[src/rtl/bank_interleave_sequencer_pkg.sv]
// Shared state, command and helper definitions for the bank interleave sequencer.
package bank_interleave_sequencer_pkg;

   typedef enum logic [3:0] {
      IDLE, ACT, ACT_GAP, RCD_WAIT, WRITE, READ, RD_GAP, PRE_WAIT, REFRESH, RFC_WAIT, DONE
   } state_e;

   typedef enum logic [2:0] { CMD_DES, CMD_ACT, CMD_WR, CMD_RDA, CMD_REF } cmd_e;

   localparam int A16_POS = 16;
   localparam int A15_POS = 15;
   localparam int A14_POS = 14;
   localparam int A10_POS = 10;

   typedef struct packed {
      logic        cs_n;
      logic        act_n;
      logic [16:0] a;
   } cmd_bits_t;

   // Fixed opcode bits only; the caller merges in row or column address.
   function automatic cmd_bits_t encode_cmd(input cmd_e cmd);
      cmd_bits_t c;
      c.cs_n  = 1'b0;
      c.act_n = 1'b1;
      c.a     = '0;
      case (cmd)
         CMD_ACT: c.act_n = 1'b0;
         CMD_WR: begin
            c.a[A16_POS] = 1'b1;
            c.a[A15_POS] = 1'b0;
            c.a[A14_POS] = 1'b0;
            c.a[A10_POS] = 1'b0;
         end
         CMD_RDA: begin
            c.a[A16_POS] = 1'b1;
            c.a[A15_POS] = 1'b0;
            c.a[A14_POS] = 1'b1;
            c.a[A10_POS] = 1'b1;
         end
         CMD_REF: c.a[A14_POS] = 1'b1;
         default: c.cs_n = 1'b1;
      endcase
      return c;
   endfunction

   function automatic int max_int(input int x, input int y);
      return (x > y) ? x : y;
   endfunction

   function automatic int sat_sub(input int x, input int y);
      return (x > y) ? x - y : 0;
   endfunction

endpackage

[src/rtl/ddr_timing_counter.sv]
// Loadable down-counter that saturates at zero; zero flags an elapsed delay.
module ddr_timing_counter #(
   parameter int WIDTH = 6
) (
   input  logic             clk,
   input  logic             rst_n,
   input  logic             load,
   input  logic [WIDTH-1:0] value,
   output logic             zero
);

   logic [WIDTH-1:0] cnt;

   // NOTE: sequential state is always updated with <= so every flop samples pre-edge values.
   always_ff @(posedge clk or negedge rst_n) begin
      if (!rst_n)           cnt <= '0;
      else if (load)        cnt <= value;
      else if (cnt != '0)   cnt <= cnt - 1'b1;
   end

   assign zero = (cnt == '0);

endmodule

[src/rtl/bank_interleave_sequencer.sv]
// Activates a run of banks, bursts writes and/or auto-precharge reads, then optionally refreshes.
module bank_interleave_sequencer
   import bank_interleave_sequencer_pkg::*;
#(
   parameter int BGWIDTH    = 2,
   parameter int BAWIDTH    = 2,
   parameter int ADDRWIDTH  = 17,
   parameter int COLWIDTH   = 10,
   parameter int BL         = 8,
   parameter int T_RCD      = 17,
   parameter int T_RRD_SAME = 6,
   parameter int T_RRD_DIFF = 4,
   parameter int T_RP       = 17,
   parameter int T_RFC      = 34
) (
   input  logic                              ck_t,
   input  logic                              reset_n,
   input  logic                              start,
   input  logic [1:0]                        mode,
   input  logic                              order,
   input  logic                              refresh_en,
   input  logic [BGWIDTH+BAWIDTH-1:0]        nbanks_m1,
   input  logic [ADDRWIDTH-1:0]              row,
   input  logic [COLWIDTH-1:0]               col,
   output logic                              cs_n,
   output logic                              act_n,
   output logic [ADDRWIDTH-1:0]              A,
   output logic [BGWIDTH-1:0]                bg,
   output logic [BAWIDTH-1:0]                ba,
   output logic [2**(BGWIDTH+BAWIDTH)-1:0]   sync,
   output logic                              writing,
   output logic [$clog2(BL)-1:0]             wr_beat,
   output logic                              busy,
   output logic                              done
);

   localparam int NBW   = BGWIDTH + BAWIDTH;
   localparam int BW    = $clog2(BL);
   localparam int T_MAX = max_int(max_int(max_int(T_RCD, T_RRD_SAME), max_int(T_RRD_DIFF, T_RP)), T_RFC);
   localparam int CW    = $clog2(T_MAX + 1);
   // A wait state lasts load+1 cycles, and the command cycle itself eats one more for ACT spacing.
   localparam int LD_SAME = sat_sub(T_RRD_SAME, 2);
   localparam int LD_DIFF = sat_sub(T_RRD_DIFF, 2);
   localparam int LD_RCD  = sat_sub(T_RCD, 2);
   localparam int LD_RP   = sat_sub(T_RP, 1);
   localparam int LD_RFC  = sat_sub(T_RFC, 1);

   state_e                 state;
   logic [NBW-1:0]         k, nb_r;
   logic [BW-1:0]          beat;
   logic [1:0]             mode_r;
   logic                   order_r, ref_r;
   logic [ADDRWIDTH-1:0]   row_r;
   logic [COLWIDTH-1:0]    col_r;

   logic [NBW-1:0]         k_next, issue_k;
   logic                   k_last, beat_last, wtr, do_write;
   logic                   tmr_load, tmr_zero;
   logic [CW-1:0]          tmr_value;
   cmd_e                   issue;
   cmd_bits_t              issue_bits;
   logic [ADDRWIDTH-1:0]   issue_a;
   logic [BGWIDTH-1:0]     issue_bg;
   logic [BAWIDTH-1:0]     issue_ba;

   function automatic logic [BGWIDTH-1:0] bank_bg(input logic [NBW-1:0] idx, input logic ord);
      return ord ? idx[BGWIDTH-1:0] : idx[NBW-1:BAWIDTH];
   endfunction

   function automatic logic [BAWIDTH-1:0] bank_ba(input logic [NBW-1:0] idx, input logic ord);
      return ord ? idx[NBW-1:BGWIDTH] : idx[BAWIDTH-1:0];
   endfunction

   assign k_next    = k + 1'b1;
   assign k_last    = (k == nb_r);
   assign beat_last = (beat == BW'(BL - 1));
   assign wtr       = mode_r[1];
   assign do_write  = (mode_r != 2'b01);

   ddr_timing_counter #(.WIDTH(CW)) u_tmr (
      .clk   (ck_t),
      .rst_n (reset_n),
      .load  (tmr_load),
      .value (tmr_value),
      .zero  (tmr_zero)
   );

   // Command to present next cycle, plus which delay to arm on this edge.
   always_comb begin
      // NOTE: every always_comb output gets a default first so no path can infer a latch.
      issue     = CMD_DES;
      issue_k   = k_next;
      tmr_load  = 1'b0;
      tmr_value = '0;
      case (state)
         IDLE:     if (start) begin issue = CMD_ACT; issue_k = '0; end
         ACT: begin
            tmr_load  = 1'b1;
            tmr_value = k_last ? CW'(LD_RCD)
                      : (bank_bg(k_next, order_r) == bank_bg(k, order_r)) ? CW'(LD_SAME) : CW'(LD_DIFF);
         end
         ACT_GAP:  if (tmr_zero) issue = CMD_ACT;
         RCD_WAIT: if (tmr_zero) begin issue = do_write ? CMD_WR : CMD_RDA; issue_k = '0; end
         WRITE: if (beat_last) begin
            if (!k_last)  issue = CMD_WR;
            else if (wtr) begin issue = CMD_RDA; issue_k = '0; end
            else          begin tmr_load = 1'b1; tmr_value = CW'(LD_RP); end
         end
         READ:     if (beat_last && k_last) begin tmr_load = 1'b1; tmr_value = CW'(LD_RP); end
         RD_GAP:   issue = CMD_RDA;
         PRE_WAIT: if (tmr_zero && ref_r) issue = CMD_REF;
         REFRESH:  begin tmr_load = 1'b1; tmr_value = CW'(LD_RFC); end
         default:  ;
      endcase

      issue_bits = encode_cmd(issue);
      issue_a    = ADDRWIDTH'(issue_bits.a);
      issue_bg   = '0;
      issue_ba   = '0;
      case (issue)
         CMD_ACT: begin
            issue_a  = (state == IDLE) ? row : row_r;
            issue_bg = bank_bg(issue_k, order_r);
            issue_ba = bank_ba(issue_k, order_r);
         end
         CMD_WR, CMD_RDA: begin
            issue_a  = issue_a | ADDRWIDTH'(col_r);
            issue_bg = bank_bg(issue_k, order_r);
            issue_ba = bank_ba(issue_k, order_r);
         end
         default: ;
      endcase
   end

   always_ff @(posedge ck_t or negedge reset_n) begin
      if (!reset_n) begin
         state   <= IDLE;
         k       <= '0;
         beat    <= '0;
         nb_r    <= '0;
         mode_r  <= '0;
         order_r <= 1'b0;
         ref_r   <= 1'b0;
         row_r   <= '0;
         col_r   <= '0;
         cs_n    <= 1'b1;
         act_n   <= 1'b1;
         A       <= '0;
         bg      <= '0;
         ba      <= '0;
         sync    <= '0;
         writing <= 1'b0;
         wr_beat <= '0;
         busy    <= 1'b0;
         done    <= 1'b0;
      end else begin
         cs_n  <= issue_bits.cs_n;
         act_n <= issue_bits.act_n;
         A     <= issue_a;
         bg    <= issue_bg;
         ba    <= issue_ba;
         done  <= 1'b0;
         if (issue == CMD_ACT) sync[{issue_bg, issue_ba}] <= 1'b1;

         if (issue == CMD_WR) begin
            writing <= 1'b1;
            wr_beat <= '0;
         end else if (state == WRITE && !beat_last) begin
            writing <= 1'b1;
            wr_beat <= beat + 1'b1;
         end else begin
            writing <= 1'b0;
            wr_beat <= '0;
         end

         case (state)
            IDLE: if (start) begin
               mode_r  <= mode;
               order_r <= order;
               ref_r   <= refresh_en;
               nb_r    <= nbanks_m1;
               row_r   <= row;
               col_r   <= col;
               k       <= '0;
               busy    <= 1'b1;
               state   <= ACT;
            end
            ACT:      state <= k_last ? RCD_WAIT : ACT_GAP;
            ACT_GAP:  if (tmr_zero) begin k <= k_next; state <= ACT; end
            RCD_WAIT: if (tmr_zero) begin
               k     <= '0;
               beat  <= '0;
               state <= do_write ? WRITE : READ;
            end
            WRITE: if (beat_last) begin
               beat <= '0;
               if (!k_last)  k <= k_next;
               else if (wtr) begin k <= '0; state <= READ; end
               else          state <= PRE_WAIT;
            end else beat <= beat + 1'b1;
            READ: if (beat_last) begin
               beat  <= '0;
               state <= k_last ? PRE_WAIT : RD_GAP;
            end else beat <= beat + 1'b1;
            RD_GAP:   begin k <= k_next; state <= READ; end
            PRE_WAIT: if (tmr_zero) begin
               if (ref_r) state <= REFRESH;
               else begin state <= DONE; done <= 1'b1; sync <= '0; end
            end
            REFRESH:  state <= RFC_WAIT;
            RFC_WAIT: if (tmr_zero) begin state <= DONE; done <= 1'b1; sync <= '0; end
            DONE:     begin state <= IDLE; busy <= 1'b0; end
            default:  state <= IDLE;
         endcase
      end
   end

endmodule

[config.mk]
export PLATFORM = sky130hd
export DESIGN_NAME = bank_interleave_sequencer
export DESIGN_NICKNAME = d
export VERILOG_FILES = /design/src/rtl/bank_interleave_sequencer_pkg.sv /design/src/rtl/ddr_timing_counter.sv /design/src/rtl/bank_interleave_sequencer.sv
export SDC_FILE = /design/constraint.sdc
export NUM_CORES = 1
export LEC_CHECK = 0
export CAP_MARGIN = 20
export CELL_PAD_IN_SITES_DETAIL_PLACEMENT = 2
export CELL_PAD_IN_SITES_GLOBAL_PLACEMENT = 2
export CORE_ASPECT_RATIO = 1.1
export CORE_MARGIN = 1
export CORE_UTILIZATION = 30
export CTS_CLUSTER_DIAMETER = 80
export DETAILED_ROUTE_END_ITERATION = 10
export PLACE_DENSITY = 0.76
export SYNTH_ARGS = -nofsm -noshare
export SYNTH_HDL_FRONTEND = slang
export SYNTH_SLANG_ARGS = --single-unit
[constraint.sdc]
create_clock -name ck_t -period 2.5 [get_ports ck_t]
set_clock_uncertainty 0.2 [all_clocks]
set_input_delay 0.5 -clock ck_t [delete_from_list [all_inputs] [get_ports ck_t]]
set_output_delay 0.5 -clock ck_t [all_outputs]
set_load 0.01 [all_outputs]
==> flow_summary.toml <==
[timing]
setup_viol = 9
min_period_ns = 2.53
drv_slew = 0
maxSlewHeadroom = 0.628
post-route-period-util = 1.01
worstMarginPinSlew_ns = 0.554
fin_ws_ns = -0.0324
rsz0062_at_grt = "true"
fmax_ghz = 0.395
hold_viol_final = 0

[run_status]
status = "finished with violations"
violations = "negative setup slack"

[global_routing]
grt_start_max_net_pins = 43
grt_pass1_vias = 4458
grtUsageTotal = 0.198
grt_pass1_wl_um = 24300
antenna_found_initial = 0
grt-ovfl-total = 0

[pwr]
p_per_area_nw_per_um2 = 1300
leakagePower_nw = 2.88
max-vdd-ir-drop_mv = 0.496

[placement]
dp.cells = 729
port_buffers = 82
hpwl_um = 10300
gp_congestion = 0.825

[synth]
synth.most_common_cell = "dfrtp_1"
syn_nets = 490
synth_edf_count = 0
synthCells = 448
syn_area_per_cell_um2 = 10.5
yosys_warnings = 0
ys_top_cells_by_count = "dfrtp_1, nand2_1, mux2_2, nor2_1, a21oi_1"
ys_seq_area_frac = 0.519
synth-seq-cells = 97
async_reset_ff_frac = 1.00
yosysTopAreaCell = "dfrtp_1"
netlist_area_um2 = 4680
yosysUniqueCellTypes = 53
synth-main-ff-cell = "dfrtp_1"
synth_top_area_share = 0.507
ys_top_cells_by_area = "dfrtp_1, mux2_2, nand2_1, nor2_1, a21oi_1"

[die]
die_h_um = 133
core.rowCount = 47
die-width_um = 121
initial_core_util = 0.309
coreArea_um2 = 15200
pin_count = 83
die_area_um2 = 16100

[finish]
final_util = 0.438
fin_nets = 601
n_antenna_cell = 0
layoutNonFillerInstCount = 760
drive_gt1_frac = 0.284
syn2layout_area_growth_pct = 41.9

[setup_path]
path_max_fanout = 4
critPathLaunchType = "register"
endpoint_kind = "register"
critPathKind = "register to register"
worstPathRequired_ns = 2.55
crit_arrival_ns = 2.58

[flow_run]
maxCapViolations = 0

[clocking]
cts_sinks = 97
cts.clk_slew.worst_paths_ns = 0.07
htreeDepth = 3
cts.path.max_buffers = 2
insertion_delay_ns = 0.36
numCtsBuffers = 9
cts_tree = "built"
cts_root_buffer = "clkbuf_16"

[detailed_routing]
drt.antenna.violating_nets = 0
drt_first_pass_iters = 4
vias_per_cell = 5.14
route.detailed.drc = 0
totalWireLength_um = 15600
wl_per_cell_um = 20.5
drt_iter0_drc = 86
vias = 3906

[min_path]
hp-class = "register to register"
through the flow:
| stage | total power (W) | area, um2 | hold slack, ns | setup slack, ns | setup TNS, ns |
|---|---|---|---|---|---|
| 2_1_floorplan | 0.00477 | 4690 | 0.00441 | 0.00456 | 0 |
| 3_3_place_gp | 0.00610 | 5890 | 0.271 | 0.0735 | 0 |
| 3_5_place_dp | 0.00631 | 5890 | 0.274 | -0.0951 | -0.256 |
| 4_1_cts | 0.00813 | 6310 | 0.290 | -0.0128 | -0.0128 |
| 5_1_grt | 0.00923 | 6650 | 0.324 | -0.109 | -2.19 |
| 6_report | 0.00867 | 6650 | 0.284 | -0.0324 | -0.0639 |
where the power goes:
group	leakage [nW]	internal [W]	switching [W]	total, W
combinational	1.52	0.00206	0.00241	0.00448
clock	0.155	0.000888	0.000645	0.00153
sequential	1.20	0.00217	0.000495	0.00266
total	2.88	0.00512	0.00355	0.00867
cell families after synthesis:
| logic type | Yosys count | share of synthesized area |
|---|---|---|
| buffers and inverters | 40 | 0.0395 |
| flip-flops | 97 | 0.519 |
| multiplexers | 55 | 0.130 |
| AND/OR/NAND/NOR | 156 | 0.157 |
| XOR/XNOR | 11 | 0.0222 |
| AO/OA/AOI/OAI | 85 | 0.122 |
| adder cells (fa/ha/maj) | 4 | 0.0107 |
registers in the layout, summed over array words and instances, names as in the netlist, 2 cells and up:
name       cells
col_r         10
u_tmr.cnt      6
bg             2
nb_r           4
row_r         17
k              4
A             17
sync          16
ba             2
beat           3
state          4
wr_beat        3
mode_r         2
repair_timing:
item,4_1_cts,5_1_grt
endpoints found under the hold margin,35,0
resized for setup,12,56
pin swaps,2,26
gates cloned,1,0
hold buffers,1,0
buffers inserted,5,8
setup endpoints to repair,23,43
worst paths after layout:
check | end | slack [ns] | cells past startpoint | startpoint
setup reg to reg | k[3] | -0.03 | 9 | u_tmr.cnt[1]
hold / removal | sync[0] | 0.28 | 2 | sync[0]
setup / recovery | k[3] | -0.03 | 9 | u_tmr.cnt[1]
max in group asynchronous | sync[3] | 0.98 | 3 | reset_n
min in group asynchronous | A[6] | 0.46 | 2 | reset_n
hold reg to reg | sync[0] | 0.28 | 2 | sync[0]
layout make-up:
cell class / count / area (um2)
fillers: 1589 / 8530
repair buffers: 128 / 1230
well taps: 196 / 245
multi-input cells: 312 / 2380
flip-flops and latches: 97 / 2430
clock buffers: 11 / 233
inverters: 11 / 41.3
clock inverters: 5 / 86.3
critical path, cell delays in order, from the launching register on:
cell	delay [ns]
dfrtp_1	0.39
inv_2	0.09
ha_4	0.13
or4b_4	0.52
nor2_4	0.15
nand4_1	0.19
o2111a_2	0.26
buf_4	0.17
o2bb2ai_1	0.18
o2bb2ai_4	0.15
cell usage in the layout (no fill, tap or decap), drive strengths merged, types with 2 or more instances in the layout:
master          n
dfrtp          95
clkdlybuf4s50  81
nand2          65
mux2           48
buf            46
nor2           36
a21oi          26
o21ai          20
nand3          17
o31ai          15
inv            13
clkbuf         11
xor2            9
nand2b          8
nor3            8
mux2i           7
nand3b          4
o22ai           4
o41ai           4
ha              4
o2bb2ai         4
nor2b           3
nand4           3
and2            3
a31oi           2
dfstp           2
bufinv          2
or2             2
nor4            2
xnor2           2
layer usage:
metal	vias to the layer above	part of all wire	global-route usage
met3	21	0.056	0.0599
li1	1794	-	-
met5	-	0	0
met4	0	0.015	0.0576
met1	1995	0.38	0.218
met2	96	0.55	0.362
Power figures use the tool's default switching activity.
